`src/rtl/difftest_pkg.sv`:
```
// Shared constants and state encoding for the difftest trace checker.
// Trace entries are {reg, pc}, with reg in the upper 64 bits.
package difftest_pkg;

  localparam int DATA_W             = 128;
  localparam int PC_LSB             = 0;
  localparam int PC_MSB             = 63;
  localparam int REG_LSB            = 64;
  localparam int REG_MSB            = 127;
  localparam int IRQ_MIN_CYCLES_DEF = 32;
  localparam int CNT_W_DEF          = 32;

  typedef enum logic [2:0] {
    CHK_IDLE = 3'd0,
    CHK_POP  = 3'd1,
    CHK_WAIT = 3'd2,
    CHK_CMP  = 3'd3,
    CHK_HALT = 3'd4
  } chk_state_t;

endpackage

```
`src/rtl/difftest_fifo_checker_dut_irq_throttle.sv`:
```
// Stall request to the DUT trace writer. Once raised, irq is held for at least
// IRQ_MIN_CYCLES cycles; halt pins it high until reset.
module dut_irq_throttle #(
  parameter int IRQ_MIN_CYCLES = difftest_pkg::IRQ_MIN_CYCLES_DEF
) (
  input  logic clk,
  input  logic resetn,
  input  logic ahead,
  input  logic halt,
  input  logic enable,
  output logic irq
);

  localparam int HW = $clog2(IRQ_MIN_CYCLES + 1);
  localparam logic [HW-1:0] HOLD_MAX = HW'(IRQ_MIN_CYCLES);

  logic          r_irq;
  logic [HW-1:0] r_hold;

  always_ff @(posedge clk) begin
    if (!resetn) begin
      r_irq  <= 1'b0;
      r_hold <= '0;
    end else if (halt) begin
      r_irq <= 1'b1;
    end else if (!enable) begin
      r_irq  <= 1'b0;
      r_hold <= '0;
    end else if (!r_irq) begin
      if (ahead) begin
        r_irq  <= 1'b1;
        r_hold <= '0;
      end
    end else if ((r_hold >= HOLD_MAX) && !ahead) begin
      r_irq <= 1'b0;
    end else if (r_hold < HOLD_MAX) begin
      r_hold <= r_hold + 1'b1;
    end
  end

  assign irq = r_irq;

endmodule

```
`config.mk`:
```
export PLATFORM = sky130hd
export DESIGN_NAME = dut_irq_throttle
export DESIGN_NICKNAME = d
export VERILOG_FILES = /design/src/rtl/difftest_pkg.sv /design/src/rtl/difftest_fifo_checker_dut_irq_throttle.sv
export SDC_FILE = /design/constraint.sdc
export NUM_CORES = 1
export LEC_CHECK = 0
export CAP_MARGIN = 30
export CORE_MARGIN = 2
export CORE_UTILIZATION = 30
export CTS_BUF_LIST = sky130_fd_sc_hd__clkbuf_4 sky130_fd_sc_hd__clkbuf_8
export CTS_CLUSTER_DIAMETER = 150
export DETAILED_ROUTE_END_ITERATION = 16
export SLEW_MARGIN = 15
export SYNTH_ARGS = -nofsm -noshare
export SYNTH_HDL_FRONTEND = slang
export SYNTH_SLANG_ARGS = --single-unit
```
`constraint.sdc`:
```
create_clock -name clk -period 2.5 [get_ports clk]
set_input_delay 0.625 -clock clk [delete_from_list [all_inputs] [get_ports clk]]
set_output_delay 0.625 -clock clk [all_outputs]
set_load 0.1 [all_outputs]
```
======== Yosys cells after proc, flatten, opt, wreduce, memory -nomap -nowiden ========
Cells that the tools add are included.
Widths: inputs -> output; s select.
operators by class
  add/subtract/negate cells ............... 1
  order comparisons ....................... 2
  eq/ne operators ......................... 3
  multiplexer cells ....................... 10
  bitwise gates (word level) .............. 1
  reduce and logical (&&, ||, !) cells .... 3
operators by type and width
  cell                 number
  $mux 6               5
  $add 6x1->6 const B  1
  $ge 6x6->1 const B   1
  $lt 6x6->1 const B   1
  $ne 3x2->1 const B   2
  $mux 1               5
  $reduce_and 4->1     1
  $ne 3x3->1 const B   1
  $logic_and 1x1->1    1
  $logic_not 1->1      1
  $not 1->1            1
storage, ports and cells
  register bits after elaboration ......... 7
  input port bits ......................... 5
  output and inout bits ................... 1
  logic and storage cells ................. 22

======== Depth between registers and ports, before layout ========
Gate-level depths: netlist of the first run.
  depth in word-level cells ............... 6
  gate-level depth with buffers ........... 5
  depth with buffers taken out ............ 4

======== Worst setup path before layout of the first run ========
Ideal clock, no wire load.
  kind .................................... reg2reg
  start point ............................. register r_irq, in the netlist irq
  end point ............................... register r_hold[3]
  setup time .............................. 0.072 ns
  arrival time ............................ 1.834 ns
  required time ........................... 2.428 ns
  path slack .............................. 0.594 ns
  stages on the path, launching flop included .. 4
  path buffers ............................ 0
  clock period less this slack ............ 1.906 ns
  path through ............................ dfxtp_1 -> nand2b_1 -> a311oi_1 -> mux2i_1
on the way
  longest elaborated chain between the ends .. 2
  elaborated cells between the ends (all ways) .. 6
  those cells by class .................... eq/ne: 3; mux: 2; reduce/logical: 1
ends and longest elaborated chain
  what                                                         line                                          source
  from (decl)                                                  difftest_fifo_checker_dut_irq_throttle.sv:17  logic r_irq;
  from (signal assigned)                                       difftest_fifo_checker_dut_irq_throttle.sv:22  r_irq <= 1'b0;
  from (signal assigned)                                       difftest_fifo_checker_dut_irq_throttle.sv:25  r_irq <= 1'b1;
  from (signal assigned)                                       difftest_fifo_checker_dut_irq_throttle.sv:27  r_irq <= 1'b0;
  $ne 3x2->1 (no line) (tied with other cells)                 -
  $reduce_and 4->1 (no line) / $mux 6 (equally long branches)  -
  to (signal assigned)                                         difftest_fifo_checker_dut_irq_throttle.sv:37  r_hold <= r_hold + 1'b1;
  to (decl)                                                    difftest_fifo_checker_dut_irq_throttle.sv:18  logic [HW-1:0] r_hold;
Several ways; a longest one is shown, not always the timed one.
A chain may end at the register's enable or synchronous reset.

======== Worst setup path after layout of the first run ========
  start point ............................. input port halt
  end point ............................... register r_hold[5]
on the way
  longest elaborated chain between the ends .. 2
ends and longest elaborated chain
  what                        line                                         source
  from (decl)                 difftest_fifo_checker_dut_irq_throttle.sv:9  input logic halt,
  $not 1->1 (no line)         -
  $reduce_and 4->1 (no line)  -
No other way between the ends.

==> results.sh, run 1 <==
export IMPL_outcome="completed"
export IMPL_cts_root_buf="clkbuf_4"
export IMPL_timing_final_crit_share=0.776
export IMPL_rsz0062_at_grt="false"
export IMPL_max_clock_path_buffers=2
export IMPL_wirelength_um=876
export IMPL_initial_utilization=0.320
export IMPL_core_rowCount=13
export IMPL_grt_pass1_wl_um=1500
export IMPL_end_kind="register"
export IMPL_synth_main_ff_cell="dfxtp_1"
export IMPL_path_depth=4
export IMPL_cts_tree="done"
export IMPL_layout_commonest_cell="dfxtp_1"
export IMPL_p_int_w=0.000202
export IMPL_required_ns=2.64
export IMPL_ys_ff_latch=7
export IMPL_maxSlewHeadroom=0.701
export IMPL_cp_cell_sequence="clkdlybuf4s50_1 > or3b_1 > and3_1 > a41o_1"
export IMPL_crit_family="simple AND/OR/NAND/NOR gates"
export IMPL_cts_setup_buffers=0
export IMPL_seq_area_frac_synth=0.336
export IMPL_ir_drop_v=0.000335
export IMPL_grt_antenna_before_repair=0
export IMPL_synth_distinct_cells=22
export IMPL_drt_iter0_drc=6
export IMPL_drc=0
export IMPL_synth_edf_count=0
export IMPL_fin_cells=69
export IMPL_placedCellCount=65
export IMPL_die_area_um2=1700
export IMPL_hold_path_depth=2
export IMPL_maxCapViolCount=0
export IMPL_grt_overflow=0
export IMPL_reg2reg_depth=3
export IMPL_final_core_util=0.382
export IMPL_cts_sinks=7
export IMPL_p_seq_frac=0.431
export IMPL_ys_warn_count=0
export IMPL_place_hpwl_um=615
export IMPL_power_frac_clock=0.412
export IMPL_ios=6
export IMPL_grt_max_degree=10
export IMPL_crit_type="in -> reg"
export IMPL_syn_nets=54
export IMPL_period_needed_ns=1.94
export IMPL_synth_top_area_share=0.336
export IMPL_die_y_um=41.3
export IMPL_worst_pin_slew_ns=0.445
export IMPL_leakage_nw=0.189
export IMPL_critPathLaunchType="input port"
export IMPL_cts_resized=0
export IMPL_fin_nets=62
export IMPL_fillers=139
export IMPL_grt_pass1_vias=353
export IMPL_switching_share=0.257
export IMPL_port_buffers=5
export IMPL_via_per_inst=5.26
export IMPL_fmax_mhz=515
export IMPL_crit_fanout=9
export IMPL_synthTopCellsByArea="dfxtp_1 (34%), mux2i_1 (9.6%), nand3_1 (7.2%), ha_1 (6.0%), nand2b_1 (4.5%)"
export IMPL_ys_async_sr_fraction=0
export IMPL_netSwitchingPower_w=0.0000697
export IMPL_area_growth_pct=19.2
export IMPL_finClkSkew_ns=0.00267
export IMPL_clk_latency_ns=0.25
export IMPL_setup_viol=0
export IMPL_gp_congestion=0.801
export IMPL_grt_total_usage=0.136
export IMPL_cts_hold_buf=0
export IMPL_slew_violations=0
export IMPL_dieWidth_um=41.3
export IMPL_wire_per_inst_um=12.7
export IMPL_p_per_area_nw_per_um2=547
export IMPL_hold_path_class="reg -> reg"
export IMPL_comb_power_share=0.157
export IMPL_antenna_cells=0
export IMPL_core_area_um2=1300
export IMPL_most_common_layout_cells="dfxtp_1 (7), nand3_1 (6), mux2i_1 (4), clkbuf_4 (4), clkdlybuf4s50_1 (4)"
export IMPL_path_buf_inv=1
export IMPL_fin_tns_setup_ns=0
export IMPL_drive_gt1_frac=0.0926
export IMPL_cp_arrival_ns=2.08
export IMPL_first_pass_iters=4
export IMPL_timing_hold_violations_final=0
export IMPL_ant_nets=0
export IMPL_vias=363
export IMPL_htree_levels=1
export IMPL_syn_inst=47
export IMPL_numCtsBuffers=3
export IMPL_cts_clk_slew_worst_paths_ns=0.05
export IMPL_max_stage_delay_ns=0.54
export IMPL_netlist_top_cell_by_area="dfxtp_1"
export IMPL_avgSynthCellArea_um2=8.86
export IMPL_slowest_stage="clkdlybuf4s50_1"
export IMPL_synthesis_area_um2=417
stage by stage:
step | setup slack (ns) | total power [W] | hold slack, ns | instance area, µm²
floorplan | 0.594 | 0.000148 | 0.455 | 417
global placement | 0.356 | 0.000161 | 0.500 | 467
detailed placement | 0.323 | 0.000162 | 0.501 | 467
CTS | 0.585 | 0.000277 | 0.508 | 497
global route | 0.526 | 0.000287 | 0.532 | 497
finish | 0.560 | 0.000272 | 0.506 | 497
flip-flops by register name, summed over array words and instances (netlist names):
register / count
irq: 1
r_hold: 6
power groups by stage:
stage	combinational (W)	clock, W	sequential [W]
3_3_place_gp	0.0000420	0	0.000119
4_1_cts	0.0000427	0.000117	0.000117
2_1_floorplan	0.0000212	0	0.000127
3_5_place_dp	0.0000424	0	0.000119
5_1_grt	0.0000467	0.000122	0.000117
6_report	0.0000427	0.000112	0.000117
cell families (layout without fill, tap and decap cells):
logic type,Yosys count,in the layout,synth area share
simple gates,19,19,0.264
compound gates,10,10,0.177
flops,7,7,0.336
buf+inv,5,12,0.0661
mux,4,4,0.0961
fa+ha+maj,2,2,0.0601
worst register-to-register path: stages (launching register included):
cell and delay, ns:
dfxtp_1 0.38, nand2b_1 0.18, a311oi_1 0.48, mux2i_1 0.23
synthesized netlist by cell type (2+ instances only):
cell	number
dfxtp_1	7
nand3_1	6
mux2i_1	4
inv_1	3
nand2b_1	3
or3_1	3
a311oi_1	2
a31oi_1	2
ha_1	2
nand2_1	2
o21a_1	2
final timing paths:
kind | end | slack, ns | startpoint
worst max-delay path | r_hold[5] | 0.56 | halt
worst min-delay path | r_hold[2] | 0.51 | r_hold[2]
worst max register to register | r_hold[3] | 1.16 | irq
worst min register to register | r_hold[2] | 0.51 | r_hold[2]
per-layer routing:
layer	track usage	routed length, µm	part of all wire
met1	0.175	451	0.51
met2	0.207	402	0.46
met3	0.0163	14	0.016
met4	0.0968	7	0.0080
met5	0	0	0
layout make-up:
cell class                      instances  area, µm²  area share
Clock buffer                            4       30.0      0.0605
Inverter                                3       11.3      0.0227
Multi-Input combinational cell         35        249       0.501
Sequential cell                         7        140       0.282
Tap cell                               15       18.8      0.0378
Timing Repair Buffer                    5       47.5      0.0957
(Power assumes the default switching activity.)
==> run 2: changes to the inputs <==
- clock period: 2.5 -> 1.6 ns (I/O delays scaled with it)
==> run 2 against run 1 <==
Effect of this change:
- sequential share of layout area is 5.0 points lower
- cell area is 22% higher
- power is 67% higher
- critical path depth stayed put
- sequential power is 58% higher
==> results.sh, run 2 (synthesis results as in run 1) <==
export IMPL_slowest_stage="clkdlybuf4s50_1"
export IMPL_most_common_layout_cells="buf_4 (12), nand3_1 (6), dfxtp_1 (6)"
export IMPL_fin_nets=74
export IMPL_comb_power_share=0.205
export IMPL_worst_pin_slew_ns=0.292
export IMPL_place_area_um2=571
export IMPL_finClkSkew_ns=0.00401
export IMPL_grt_pass1_vias=377
export IMPL_fmax_mhz=640
export IMPL_clk_latency_ns=0.25
export IMPL_max_stage_delay_ns=0.53
export IMPL_cts_sinks=7
export IMPL_timing_hold_violations_final=0
export IMPL_p_int_w=0.000338
export IMPL_grt_pass1_wl_um=1550
export IMPL_leakage_nw=0.262
export IMPL_ir_drop_v=0.000487
export IMPL_cts_hold_buf=0
export IMPL_cts_clk_slew_worst_paths_ns=0.05
export IMPL_end_kind="register"
export IMPL_cts_tree="done"
export IMPL_grt_max_degree=7
export IMPL_switching_share=0.253
export IMPL_crit_type="in -> reg"
export IMPL_drt_iter0_drc=8
export IMPL_setup_viol=0
export IMPL_top_register="r_hold"
export IMPL_grt_total_usage=0.147
export IMPL_maxSlewHeadroom=0.804
export IMPL_p_per_area_nw_per_um2=745
export IMPL_die_y_um=41.3
export IMPL_cp_cell_sequence="clkdlybuf4s50_1 > or3b_1 > and3_1 > a41o_1"
export IMPL_power_frac_clock=0.387
export IMPL_cts_resized=0
export IMPL_area_growth_pct=45.9
export IMPL_ant_nets=0
export IMPL_htree_levels=1
export IMPL_antenna_cells=0
export IMPL_rsz0062_at_grt="false"
export IMPL_wire_per_inst_um=11.7
export IMPL_via_per_inst=5.14
export IMPL_drc=0
export IMPL_port_buffers=5
export IMPL_path_buf_inv=1
export IMPL_netSwitchingPower_w=0.000115
export IMPL_initial_utilization=0.320
export IMPL_dieWidth_um=41.3
export IMPL_cp_arrival_ns=1.70
export IMPL_critPathLaunchType="input port"
export IMPL_design_area_um2=608
export IMPL_grt_antenna_before_repair=0
export IMPL_drive_gt1_frac=0.288
export IMPL_period_needed_ns=1.56
export IMPL_numCtsBuffers=3
export IMPL_p_seq_frac=0.408
export IMPL_max_clock_path_buffers=2
export IMPL_ios=6
export IMPL_die_area_um2=1700
export IMPL_core_rowCount=13
export IMPL_first_pass_iters=4
export IMPL_wirelength_um=944
export IMPL_timing_final_crit_share=0.977
export IMPL_largest_reg_flops=6
export IMPL_crit_family="simple AND/OR/NAND/NOR gates"
export IMPL_place_hpwl_um=719
export IMPL_grt_overflow=0
export IMPL_core_area_um2=1300
export IMPL_cts_root_buf="clkbuf_4"
export IMPL_layout_commonest_cell="buf_4"
export IMPL_final_core_util=0.467
export IMPL_slew_violations=0
export IMPL_outcome="completed"
export IMPL_required_ns=1.74
export IMPL_gp_congestion=0.756
export IMPL_fillers=138
export IMPL_hold_path_class="reg -> reg"
export IMPL_maxCapViolCount=0
export IMPL_cts_setup_buffers=0
export IMPL_crit_fanout=4
export IMPL_vias=416
-- run 2: cell count changes in the layout (fill, tap and decap cells not counted), sizes merged --
cell,previous run,this run
dlymetal6s2s,0,1
clkdlybuf4s50,4,3
buf,1,13
-- run 2: final timing paths --
check	end	startpoint	cells past startpoint	slack, ns
worst max-delay path	r_hold[5]	ahead	4	0.04
worst min-delay path	r_hold[1]	r_hold[1]	2	0.51
worst max register to register	r_hold[3]	irq	4	0.30
worst min register to register	r_hold[1]	r_hold[1]	2	0.51
-- run 2: worst min-delay path: cells and delay by family (launching register included) --
family / cells / cell delay (ns)
AOI/OAI and AO/OA: 1 / 0.06
DFF: 1 / 0.33
and+or+nand+nor: 1 / 0.06
-- run 2: final cells by class --
cell class	count	area (µm²)	share of cell area
clock buffers	4	30.0	0.0494
well taps	15	18.8	0.0309
inverters	3	11.3	0.0185
flip-flops and latches	7	141	0.233
repair buffers	17	153	0.251
multi-input cells	35	254	0.418
-- run 2: routing by layer --
metal | part of all wire | wire length [µm] | global-route usage | vias to the layer above
li1 | - | - | - | 214
met1 | 0.49 | 467 | 0.168 | 196
met2 | 0.45 | 424 | 0.242 | 4
met3 | 0.050 | 47 | 0.0815 | 2
met4 | 0.0053 | 5 | 0.0242 | 0
met5 | 0 | 0 | 0 | -
-- run 2: power groups by stage --
stage | clock network (W) | registers [W] | logic (W)
finish | 0.000175 | 0.000185 | 0.0000927
global route | 0.000190 | 0.000185 | 0.0000997
CTS | 0.000179 | 0.000185 | 0.0000916
detailed placement | 0 | 0.000188 | 0.0000914
global placement | 0 | 0.000188 | 0.0000915
floorplan | 0 | 0.000199 | 0.0000331
-- run 2: stage by stage --
| step | worst slack [ns] | instances | TNS [ns] | total power, W | hold WS, ns |
|---|---|---|---|---|---|
| after global routing | 0.0188 | 81 | 0 | 0.000475 | 0.529 |
| after floorplan | 0.0667 | 47 | 0 | 0.000232 | 0.455 |
| after global placement | -0.205 | 77 | -0.905 | 0.000279 | 0.485 |
| final | 0.0364 | 81 | 0 | 0.000453 | 0.508 |
| after CTS | 0.0415 | 81 | 0 | 0.000455 | 0.505 |
| after detailed placement | -0.228 | 77 | -1.03 | 0.000279 | 0.498 |
==> run 3: changes to the inputs <==
- CORE_AREA: not set -> 2 2 39 41
- CORE_MARGIN: 2 -> not set
- CORE_UTILIZATION: 30 -> not set
- DIE_AREA: not set -> 0 0 41 43
==> run 3 against run 2 <==
Effect of this change:
- die area grew 3.5%
- cell area is 3.5% lower
- highest routed layer unchanged
- count of clock-buffer cells in the layout unchanged
- critical path type unchanged
- critical path depth up 1
- sequential power about the same
- hold slack worse by 0.017 ns
- via count is 1.2% lower
- power is 1.6% higher
- clock skew shrank 0.00088 ns
- first-iteration DRC count decreased by 13%
- critical endpoint is now r_hold[4]
- clock power rose by 7%
==> results.sh, run 3 (synthesis results as in run 1) <==
export IMPL_fin_cells=80
export IMPL_fillers=143
export IMPL_clk_latency_ns=0.26
export IMPL_netSwitchingPower_w=0.000125
export IMPL_slowest_stage="clkdlybuf4s50_1"
export IMPL_port_buffers=5
export IMPL_path_buf_inv=2
export IMPL_critPathLaunchType="input port"
export IMPL_drt_iter0_drc=7
export IMPL_cts_sinks=7
export IMPL_setup_viol=0
export IMPL_power_frac_clock=0.409
export IMPL_regArea_um2=141
export IMPL_drc=0
export IMPL_numCtsBuffers=3
export IMPL_cts_tree="done"
export IMPL_fmax_mhz=667
export IMPL_cp_arrival_ns=1.69
export IMPL_end_kind="register"
export IMPL_wirelength_um=926
export IMPL_dieWidth_um=41
export IMPL_cts_hold_buf=0
export IMPL_finClkSkew_ns=0.00313
export IMPL_largest_reg_flops=6
export IMPL_switching_share=0.271
export IMPL_die_y_um=43
export IMPL_cts_clk_slew_worst_paths_ns=0.06
export IMPL_ant_nets=0
export IMPL_vias=411
export IMPL_area_growth_pct=40.8
export IMPL_most_common_layout_cells="buf_4 (10), nand3_1 (6), dfxtp_1 (6)"
export IMPL_top_register="r_hold"
export IMPL_maxSlewHeadroom=0.718
export IMPL_core_area_um2=1380
export IMPL_hold_path_class="reg -> reg"
export IMPL_grt_max_degree=7
export IMPL_timing_final_crit_share=0.938
export IMPL_ios=6
export IMPL_p_seq_frac=0.400
export IMPL_outcome="completed"
export IMPL_die_area_um2=1760
export IMPL_dp_slack_ns=-0.174
export IMPL_drive_gt1_frac=0.250
export IMPL_grt_antenna_before_repair=0
export IMPL_grt_overflow=0
export IMPL_rsz0062_at_grt="false"
export IMPL_hold_path_depth=2
export IMPL_fin_tns_setup_ns=0
export IMPL_reg2reg_depth=4
export IMPL_wire_per_inst_um=11.6
export IMPL_timing_hold_violations_final=0
export IMPL_crit_type="in -> reg"
export IMPL_p_per_area_nw_per_um2=784
export IMPL_fin_nets=72
export IMPL_grt_pass1_wl_um=1470
export IMPL_gp_congestion=0.715
export IMPL_place_hpwl_um=726
export IMPL_core_rowCount=14
export IMPL_htree_levels=1
export IMPL_layout_commonest_cell="buf_4"
export IMPL_comb_power_share=0.191
export IMPL_ir_drop_v=0.000311
export IMPL_setup_slack_ns=0.100
export IMPL_grt_total_usage=0.133
export IMPL_cts_resized=0
export IMPL_power_w=0.000460
export IMPL_path_depth=5
export IMPL_period_needed_ns=1.50
export IMPL_antenna_cells=0
export IMPL_crit_family="buffers and inverters"
export IMPL_max_clock_path_buffers=2
export IMPL_placedCellCount=76
export IMPL_grt_pass1_vias=361
export IMPL_worst_pin_slew_ns=0.419
export IMPL_maxCapViolCount=0
export IMPL_p_int_w=0.000336
export IMPL_crit_fanout=6
export IMPL_via_per_inst=5.14
export IMPL_cts_root_buf="clkbuf_4"
export IMPL_cp_cell_sequence="clkdlybuf4s50_1 > buf_4 > nand2b_1 > a311oi_1 > mux2i_1"
export IMPL_leakage_nw=0.242
export IMPL_slew_violations=0
export IMPL_multi_input_area_um2=249
export IMPL_first_pass_iters=4
export IMPL_required_ns=1.79
export IMPL_initial_utilization=0.301
export IMPL_max_stage_delay_ns=0.45
export IMPL_cts_setup_buffers=0
## run 3: changes by cell type in the layout (fill, tap and decap cells not counted), sizes merged
| cell | delta |
|---|---|
| buf | -2 |
| dlymetal6s2s | -1 |
| clkdlybuf4s50 | +1 |
## run 3: power groups by stage
stage                     Clock [W]  Combinational [W]  Sequential [W]
after floorplan                   0          0.0000331        0.000199
after global placement            0          0.0000879        0.000188
after detailed placement          0          0.0000882        0.000188
after CTS                  0.000190          0.0000888        0.000184
after global routing       0.000203          0.0000938        0.000185
final                      0.000188          0.0000879        0.000184
## run 3: path summary, 6_finish.rpt
check	start	endpoint	slack, ns
worst max-delay path	halt	r_hold[4]	0.1
worst min-delay path	r_hold[4]	r_hold[4]	0.49
worst max register to register	irq	r_hold[3]	0.35
worst min register to register	r_hold[4]	r_hold[4]	0.49
## run 3: routing by layer
layer  track usage  vias to the layer above  share of wire
met5             0                        -              0
met4         0.140                        0          0.050
met3        0.0314                        5          0.038
met2         0.191                       11           0.44
met1         0.142                      186           0.47
li1              -                      209              -
## run 3: tightest hold or removal path: stages (launching register included)
cell	delay, ns
dfxtp_1	0.32
nand3_1	0.06
mux2i_1	0.06
## run 3: area by class of cell
type	count	share of cell area
Clock buffer	4	0.0512
Sequential cell	7	0.241
Timing Repair Buffer	15	0.230
Tap cell	16	0.0341
Inverter	3	0.0192
Multi-Input combinational cell	35	0.424
## run 3: per-stage QoR
stage / instance area [µm²] / utilization / hold WS (ns)
floorplan: 418 / - / 0.455
global placement: 557 / 0.402 / 0.480
detailed placement: 557 / 0.402 / 0.478
CTS: 587 / 0.424 / 0.486
global route: 587 / 0.424 / 0.512
finish: 587 / 0.424 / 0.491
